[src/rtl/func_min_pkg.sv]
// Shared constants and types for the exhaustive sweep-and-capture stage
// around the 4-input minimised function block.
package func_min_pkg;

    localparam int IDX_W   = 4;
    localparam int NUM_VEC = 16;

    typedef enum logic [1:0] {
        IDLE  = 2'd0,
        DRIVE = 2'd1,
        DONE  = 2'd2
    } state_t;

    // Position of each function input within the vector index; a is the MSB.
    localparam int A_BIT = 3;
    localparam int B_BIT = 2;
    localparam int C_BIT = 1;
    localparam int D_BIT = 0;

endpackage

[src/rtl/func_hold_timer.sv]
// Down-counter that emits a one-cycle tick every HOLD_CYCLES enabled cycles;
// i_load rearms it so the first tick lands HOLD_CYCLES cycles after the load.
module func_hold_timer #(
    parameter int HOLD_CYCLES = 4
) (
    input  logic clk,
    input  logic rst_n,
    input  logic i_load,
    input  logic i_en,
    output logic o_tick
);

    localparam int              CNT_W  = 8;
    localparam logic [CNT_W-1:0] RELOAD = CNT_W'(HOLD_CYCLES - 1);

    logic [CNT_W-1:0] r_cnt;

    assign o_tick = i_en && (r_cnt == '0);

    // NOTE: registers use non-blocking assignments so every flop samples
    // the pre-edge values, independent of always_ff evaluation order.
    always_ff @(posedge clk or negedge rst_n) begin
        if (!rst_n) begin
            r_cnt <= '0;
        end else if (i_load || o_tick) begin
            r_cnt <= RELOAD;
        end else if (i_en) begin
            r_cnt <= r_cnt - 1'b1;
        end
    end

endmodule

[src/rtl/func_sweep_capture.sv]
// Drives all 16 input combinations onto the minimised function, captures z
// for each into a truth table and compares it against the EXPECTED table.
module func_sweep_capture
    import func_min_pkg::*;
#(
    parameter int          HOLD_CYCLES = 4,
    parameter logic [15:0] EXPECTED    = 16'h0000
) (
    input  logic        clk,
    input  logic        rst_n,
    input  logic        start,
    output logic        a,
    output logic        b,
    output logic        c,
    output logic        d,
    input  logic        z,
    output logic        busy,
    output logic        done,
    output logic [15:0] truth_table,
    output logic [15:0] mismatch,
    output logic [4:0]  err_count,
    output logic        pass
);

    if (HOLD_CYCLES < 1 || HOLD_CYCLES > 255) begin : g_bad_hold
        $error("func_sweep_capture: HOLD_CYCLES must be within 1..255");
    end

    state_t             r_state;
    logic [IDX_W-1:0]   r_idx;
    logic               r_busy;
    logic               r_done;
    logic [NUM_VEC-1:0] r_truth;
    logic [NUM_VEC-1:0] r_mismatch;
    logic [4:0]         r_err;

    logic               w_start_go;
    logic               w_tick;
    logic               w_last;
    logic [NUM_VEC-1:0] w_truth_next;
    logic [NUM_VEC-1:0] w_mismatch_next;
    logic [4:0]         w_err_next;

    // start is only honoured outside a sweep; it also rearms the hold timer.
    assign w_start_go = start && (r_state != DRIVE);
    assign w_last     = (r_idx == IDX_W'(NUM_VEC - 1));

    func_hold_timer #(
        .HOLD_CYCLES(HOLD_CYCLES)
    ) u_hold_timer (
        .clk    (clk),
        .rst_n  (rst_n),
        .i_load (w_start_go),
        .i_en   (r_state == DRIVE),
        .o_tick (w_tick)
    );

    // NOTE: every signal is given a default before any conditional update
    // so the block stays purely combinational and no latch is inferred.
    always_comb begin
        w_truth_next        = r_truth;
        w_truth_next[r_idx] = z;
        w_mismatch_next     = w_truth_next ^ EXPECTED;
        w_err_next          = '0;
        for (int i = 0; i < NUM_VEC; i++) begin
            w_err_next = w_err_next + 5'(w_mismatch_next[i]);
        end
    end

    always_ff @(posedge clk or negedge rst_n) begin
        if (!rst_n) begin
            r_state    <= IDLE;
            r_idx      <= '0;
            r_busy     <= 1'b0;
            r_done     <= 1'b0;
            r_truth    <= '0;
            r_mismatch <= '0;
            r_err      <= '0;
        end else begin
            case (r_state)
                IDLE, DONE: begin
                    if (start) begin
                        r_state    <= DRIVE;
                        r_idx      <= '0;
                        r_busy     <= 1'b1;
                        r_done     <= 1'b0;
                        r_truth    <= '0;
                        r_mismatch <= '0;
                        r_err      <= '0;
                    end
                end
                DRIVE: begin
                    if (w_tick) begin
                        r_truth <= w_truth_next;
                        // Compare on the final capture so results are valid in the first DONE cycle.
                        if (w_last) begin
                            r_state    <= DONE;
                            r_busy     <= 1'b0;
                            r_done     <= 1'b1;
                            r_mismatch <= w_mismatch_next;
                            r_err      <= w_err_next;
                        end else begin
                            r_idx <= r_idx + 1'b1;
                        end
                    end
                end
                default: r_state <= IDLE;
            endcase
        end
    end

    assign a           = r_idx[A_BIT];
    assign b           = r_idx[B_BIT];
    assign c           = r_idx[C_BIT];
    assign d           = r_idx[D_BIT];
    assign busy        = r_busy;
    assign done        = r_done;
    assign truth_table = r_truth;
    assign mismatch    = r_mismatch;
    assign err_count   = r_err;
    assign pass        = r_done && (r_err == '0);

endmodule

[config.mk]
export PLATFORM = sky130hd
export DESIGN_NAME = func_sweep_capture
export DESIGN_NICKNAME = d
export VERILOG_FILES = /design/src/rtl/func_min_pkg.sv /design/src/rtl/func_hold_timer.sv /design/src/rtl/func_sweep_capture.sv
export SDC_FILE = /design/constraint.sdc
export NUM_CORES = 1
export LEC_CHECK = 0
export CORE_MARGIN = 1.5
export CORE_UTILIZATION = 40
export DETAILED_ROUTE_END_ITERATION = 10
export PLACE_DENSITY = 0.66
export SLEW_MARGIN = 10
export SYNTH_ARGS = -nofsm -noshare
export SYNTH_HDL_FRONTEND = slang
export SYNTH_SLANG_ARGS = --single-unit
[constraint.sdc]
create_clock -name clk -period 6.25 [get_ports clk]
set_input_delay 1.5625 -clock clk [delete_from_list [all_inputs] [get_ports clk]]
set_output_delay 1.5625 -clock clk [all_outputs]
set_load 0.005 [all_outputs]
==> results of run 1 <==
==> area by class of cell <==
class / instances / share of cell area (%)
Multi-Input combinational cell: 187 / 43.17
Sequential cell: 53 / 36.29
Timing Repair Buffer: 49 / 13.15
Tap cell: 99 / 3.389
Clock buffer: 5 / 1.883
Inverter: 16 / 1.643
Clock inverter: 3 / 0.4793
==> worst min-delay path, stage by stage, from the launching register on <==
cell and delay [ps]:
dfrtp_1 360, nand2_1 50, nand2_1 50
==> cell families (layout without fill, tap and decap cells) <==
family,Yosys count,count (layout)
AOI/OAI and AO/OA,45,45
xor gates and xnor gates,2,2
adders and majority gates,21,21
buffers and inverters,28,73
DFF,53,53
muxes,42,42
and+or+nand+nor,77,77
==> worst paths after layout <==
kind                                         end  startpoint
min reg2reg                           r_state[1]  r_state[1]
min                                   r_state[1]  r_state[1]
min in group asynchronous  u_hold_timer.r_cnt[7]       rst_n
max reg2reg                         err_count[4]    r_idx[0]
max                                 err_count[4]           z
max in group asynchronous           err_count[1]       rst_n
==> power groups by stage <==
| stage | Clock (W) | Sequential, W | Combinational [W] |
|---|---|---|---|
| after global routing | 0.000213 | 0.000476 | 0.000552 |
| after global placement | 0 | 0.000473 | 0.000466 |
| final | 0.000192 | 0.000468 | 0.000475 |
| after CTS | 0.000198 | 0.000467 | 0.000482 |
| after floorplan | 0 | 0.000458 | 0.000325 |
| after detailed placement | 0 | 0.000473 | 0.000481 |
==> routing by layer <==
layer | vias to the layer above | GRT usage [%] | wire (µm)
met2 | 51 | 24.75 | 2818
met5 | - | 0 | 0
met1 | 1054 | 24.15 | 3149
met3 | 6 | 3.469 | 195
li1 | 1028 | - | -
met4 | 0 | 4.497 | 66
==> registers in the layout (all words and copies together), names as in the netlist <==
register and flops:
done 1, r_idx 4, err_count 5, mismatch 16, truth_table 16, busy 1
r_state 2, u_hold_timer.r_cnt 8
==> cells in the final DEF (no fill, tap or decap), types with 3 or more instances in the layout <==
master | synthesis | final
and2_1 | 9 | 9
mux2i_1 | 7 | 7
nand2_1 | 16 | 16
nor2_1 | 12 | 12
nand3_1 | 7 | 7
o21ai_0 | 13 | 13
ha_1 | 11 | 11
nand2b_1 | 4 | 4
a21oi_1 | 7 | 7
inv_1 | 16 | 16
nand3b_1 | 8 | 8
clkdlybuf4s50_1 | 0 | 46
o2bb2ai_1 | 6 | 6
nor3_1 | 3 | 3
dfrtp_1 | 53 | 53
clkbuf_8 | 0 | 5
mux2_2 | 35 | 35
a31oi_1 | 3 | 3
fa_1 | 10 | 10
nor3b_1 | 4 | 4
a21o_1 | 4 | 4
o31ai_1 | 4 | 4
==> synth_stat cells, types with 8 or more instances <==
cell type / instances / area [µm²]
nor2_1: 12 / 45.04
and2_1: 9 / 56.30
mux2_2: 35 / 394.1
ha_1: 11 / 137.6
o21ai_0: 13 / 65.06
inv_1: 16 / 60.06
nand2_1: 16 / 60.06
fa_1: 10 / 200.2
dfrtp_1: 53 / 1326
nand3b_1: 8 / 60.06
==> metrics by stage <==
| stage | setup slack, ps | std cells |
|---|---|---|
| after floorplan | 1095 | 268 |
| after global placement | 483.6 | 404 |
| after detailed placement | 389.1 | 404 |
| after CTS | 733.2 | 412 |
| after global routing | 509.0 | 412 |
| final | 743.1 | 412 |
==> metrics.txt, run 1 <==
total power=0.001135 W; ratio of cells with drive above 1 in the final layout=16.93%; synth unique cells=44; most used flip-flop cell after synthesis=dfrtp_1; global-route usage over all layers=16.48%; fin util=50.12%; Port Buffer Count=47; HP Class=flip-flop to flip-flop; Clk pin slew, worst setup/hold paths=100 ps; postcts setup bufs=0; Leak Pwr=1.728 nW; max-cap violation count=0; final hold slack=489.7 ps; H-tree levels=2; area share of and/or/nand/nor cells after synthesis=14.87%; async set-or-reset flop fraction in the synthesized netlist=100.0%; Starting Density=41.42%; Final Critical Period=5507 ps; Slew @ Worst Pin=817.1 ps; Mapped Avg Cell Area=11.27 µm²; Die X=89.90 µm; DRC=0; # hold bufs at CTS=0; Critical Path Stages=14; Filler Cells Inserted=700; period utilization=88.11%; R2R cell count=15; Final Cell Area=3655 µm²; crit start category=input pin; Die Ht=89.90 µm; P per Cell Area=310.6 nW/µm²; crit-path cells=clkdlybuf4s50_1, mux2i_1, inv_1, fa_1, fa_1, inv_1, fa_1, fa_1, inv_1, ha_1, fa_1, a21o_1, nand2_1, o2bb2ai_1; Post-Route Setup TNS=0 ps; count of final hold-check violations=0; Peak VDD IR=0.1201 mV; CP arrival=5700 ps; cell mode on critical path=fa_1; largest family of logic cells by synthesized area=multiplexers; Skew-Pair Late Insertion Delay=310 ps; nets@finish=337; FF+latch count, synth=53; clk_skew=8.960 ps; Post-DP HPWL=4561 µm; vias=2139; placed standard-cell area=3568 µm²; Crit path required time=6450 ps; Compound-Gate Fraction of Synth Area=10.23%; Final setup viols=0; critical path capture point type=flip-flop; crit path max-delay cell type=clkdlybuf4s50_1; hold-critical path depth=2; Max clock buf depth=2; Comb pwr share=41.9%; pin count of the biggest net entering global routing=54; Core ar.=7292 µm²; Ant. Diodes=0; syn nets=293; row cnt=31; area occupied by multi-input gates=1578 µm²; area delta synth->final=21.00%; WP buf/inv=4; vias in the first global route=2152; Final Max Tran Viols=0; internal reg-to-reg setup slack=1550 ps; area of the die=8081 µm²; RSZ-0062 raised after global routing=false; cts repair resizes=0; Clock Sinks=53; routed vias/inst=5.192; CTS tree=done; final wirelength=6230 µm; Iteration-0 DRC Markers=177; top cell family by delay on the critical path=adder cells; total gr overflow=0; FMAX=181.6 MHz; slew margin rel.=45.53%; TritonRoute pass-1 iters=4; root buf cell=clkbuf_8; Synth Area in XOR/XNOR=0.5800%; FF+latch area=1326 µm²; clock power share=16.9%; sequential area share after synthesis=43.91%; GPL Wtd Cong=0.7932; WL per Instance=15.12 µm; P_sw=0.0004231 W; first-pass GRT wire length=10820 µm; Mapped Cells=268; total CTS buffers=5; outcome=complete, no violations; Cell Int Power=0.0007121 W; mux contribution to synthesized area=15.37%; CP Class=input pin to flip-flop; Netlist Area Pre-Place=3020 µm²; # IOs=48; initial antenna violation count=0; Synth Area in Adders=11.18%; sw frac=37.27%; Ys Warns=0; Reg power frac=41.2%; biggest cell delay along the critical path=610 ps; DRT antenna net count=0; CP max FO=12; number of synthesized flops with an enable pin=0
No activity file was read; power rests on OpenSTA's default activity.
==> run 2, diff against run 1 <==
- CAP_MARGIN: default -> 10
==> results of run 2 <==
No change in the layout: final DEF, timing and power equal those of run 1.
==> run 3, diff against run 2 <==
- MAX_ROUTING_LAYER: default -> met4
- TNS_END_PERCENT: default -> 50
==> run 3 against run 2 <==
Against the previous run: design area unchanged; non-clock buffer count unchanged; final cell count unchanged; power about the same; clock power about the same; setup slack better by 11 ps; critical endpoint unchanged; combinational power about the same; wire length up 0.13%; sequential share of layout area unchanged; maximum frequency up 0.21%; register-to-register slack better by 20 ps.
==> metrics.txt, run 3 (same netlist as run 1, synthesis figures left out) <==
Post-Route Setup TNS=0 ps; fin util=50.12%; global-route usage over all layers=17.00%; Die X=89.90 µm; Skew-Pair Late Insertion Delay=310 ps; TritonRoute pass-1 iters=4; Iteration-0 DRC Markers=236; total CTS buffers=5; Clock Sinks=53; placed standard-cell area=3568 µm²; DRT antenna net count=0; RSZ-0062 raised after global routing=false; row cnt=31; dpl cells=404; postcts setup bufs=0; max-cap violation count=0; DRC=0; cts repair resizes=0; Core ar.=7292 µm²; PnR worst setup slack=754.6 ps; Final setup viols=0; Peak VDD IR=0.1209 mV; total gr overflow=0; area delta synth->final=21.00%; Ant. Diodes=0; P per Cell Area=310.7 nW/µm²; crit start category=input pin; CP max FO=12; period utilization=87.93%; final wirelength=6238 µm; Final Cell Area=3655 µm²; Clk pin slew, worst setup/hold paths=100 ps; Slew @ Worst Pin=814.6 ps; pin count of the biggest net entering global routing=54; # IOs=48; area occupied by multi-input gates=1578 µm²; Filler Cells Inserted=700; Final Critical Period=5495 ps; Port Buffer Count=47; vias=2133; Leak Pwr=1.728 nW; FMAX=182.0 MHz; Post-DP HPWL=4561 µm; CP Class=input pin to flip-flop; pre-CTS setup slack=389.1 ps; outcome=complete, no violations; nets@finish=337; # hold bufs at CTS=0; initial antenna violation count=0; Final Max Tran Viols=0; root buf cell=clkbuf_8; hold-critical path depth=2; R2R cell count=15; CP arrival=5700 ps; FF+latch area=1326 µm²; Max clock buf depth=2; Crit path required time=6450 ps; count of final hold-check violations=0; HP Class=flip-flop to flip-flop; CTS tree=done; routed vias/inst=5.177; area of the die=8081 µm²; first-pass GRT wire length=10820 µm; H-tree levels=2; critical path capture point type=flip-flop; clk_skew=8.436 ps; GPL Wtd Cong=0.8044; ratio of cells with drive above 1 in the final layout=16.93%; Starting Density=41.42%; Layout Cells excl Fill=412; most common cell after layout, fill and taps aside=dfrtp_1; WL per Instance=15.14 µm; slew margin rel.=45.69%; most frequent cells in the layout=dfrtp_1, clkdlybuf4s50_1, mux2_2; vias in the first global route=2154; Die Ht=89.90 µm
## run 3: cell counts in the layout (fill, tap and decap cells not counted)
Identical to the previous run, type by type.
## run 3: cell type report
class,count,share of cell area [%]
clock buffers,5,1.883
clock inverters,3,0.4793
inverters,16,1.643
multi-input cells,187,43.17
flip-flops and latches,53,36.29
well taps,99,3.389
repair buffers,49,13.15
## run 3: worst paths after layout
kind / from / endpoint / slack [ps]
setup / recovery: z / err_count[4] / 750
hold / removal: r_state[1] / r_state[1] / 490
setup reg to reg: r_idx[0] / err_count[4] / 1570
hold reg to reg: r_state[1] / r_state[1] / 490
max in group asynchronous: rst_n / err_count[1] / 4460
min in group asynchronous: rst_n / u_hold_timer.r_cnt[7] / 1360
## run 3: power breakdown
group / switching [W] / total, W / internal, W
Combinational: 0.000239 / 0.000474 / 0.000235
Sequential: 0.0000685 / 0.000468 / 0.000399
Clock: 0.000116 / 0.000193 / 0.0000776
## run 3: critical path: stages
cell and delay, ps:
clkdlybuf4s50_1 610, mux2i_1 330, inv_1 100, fa_1 500, fa_1 540, inv_1 50
fa_1 480, fa_1 550, inv_1 60, ha_1 220, fa_1 410, a21o_1 190
nand2_1 60, o2bb2ai_1 60
## run 3: layer usage
layer	vias up	GRT usage, %	wire, µm	part of all wire [%]
met5	-	-	0	0
met4	0	4.497	68	1.1
met3	6	3.384	180	2.9
met2	45	24.62	2794	45
met1	1053	24.43	3193	51
li1	1029	-	-	-
## run 3: through the flow
stage	power (W)	hold slack (ps)
finish	0.001136	490.0
global route	0.001241	530.6
global placement	0.0009389	467.0
detailed placement	0.0009538	473.0
floorplan	0.0007830	452.3
CTS	0.001147	496.5
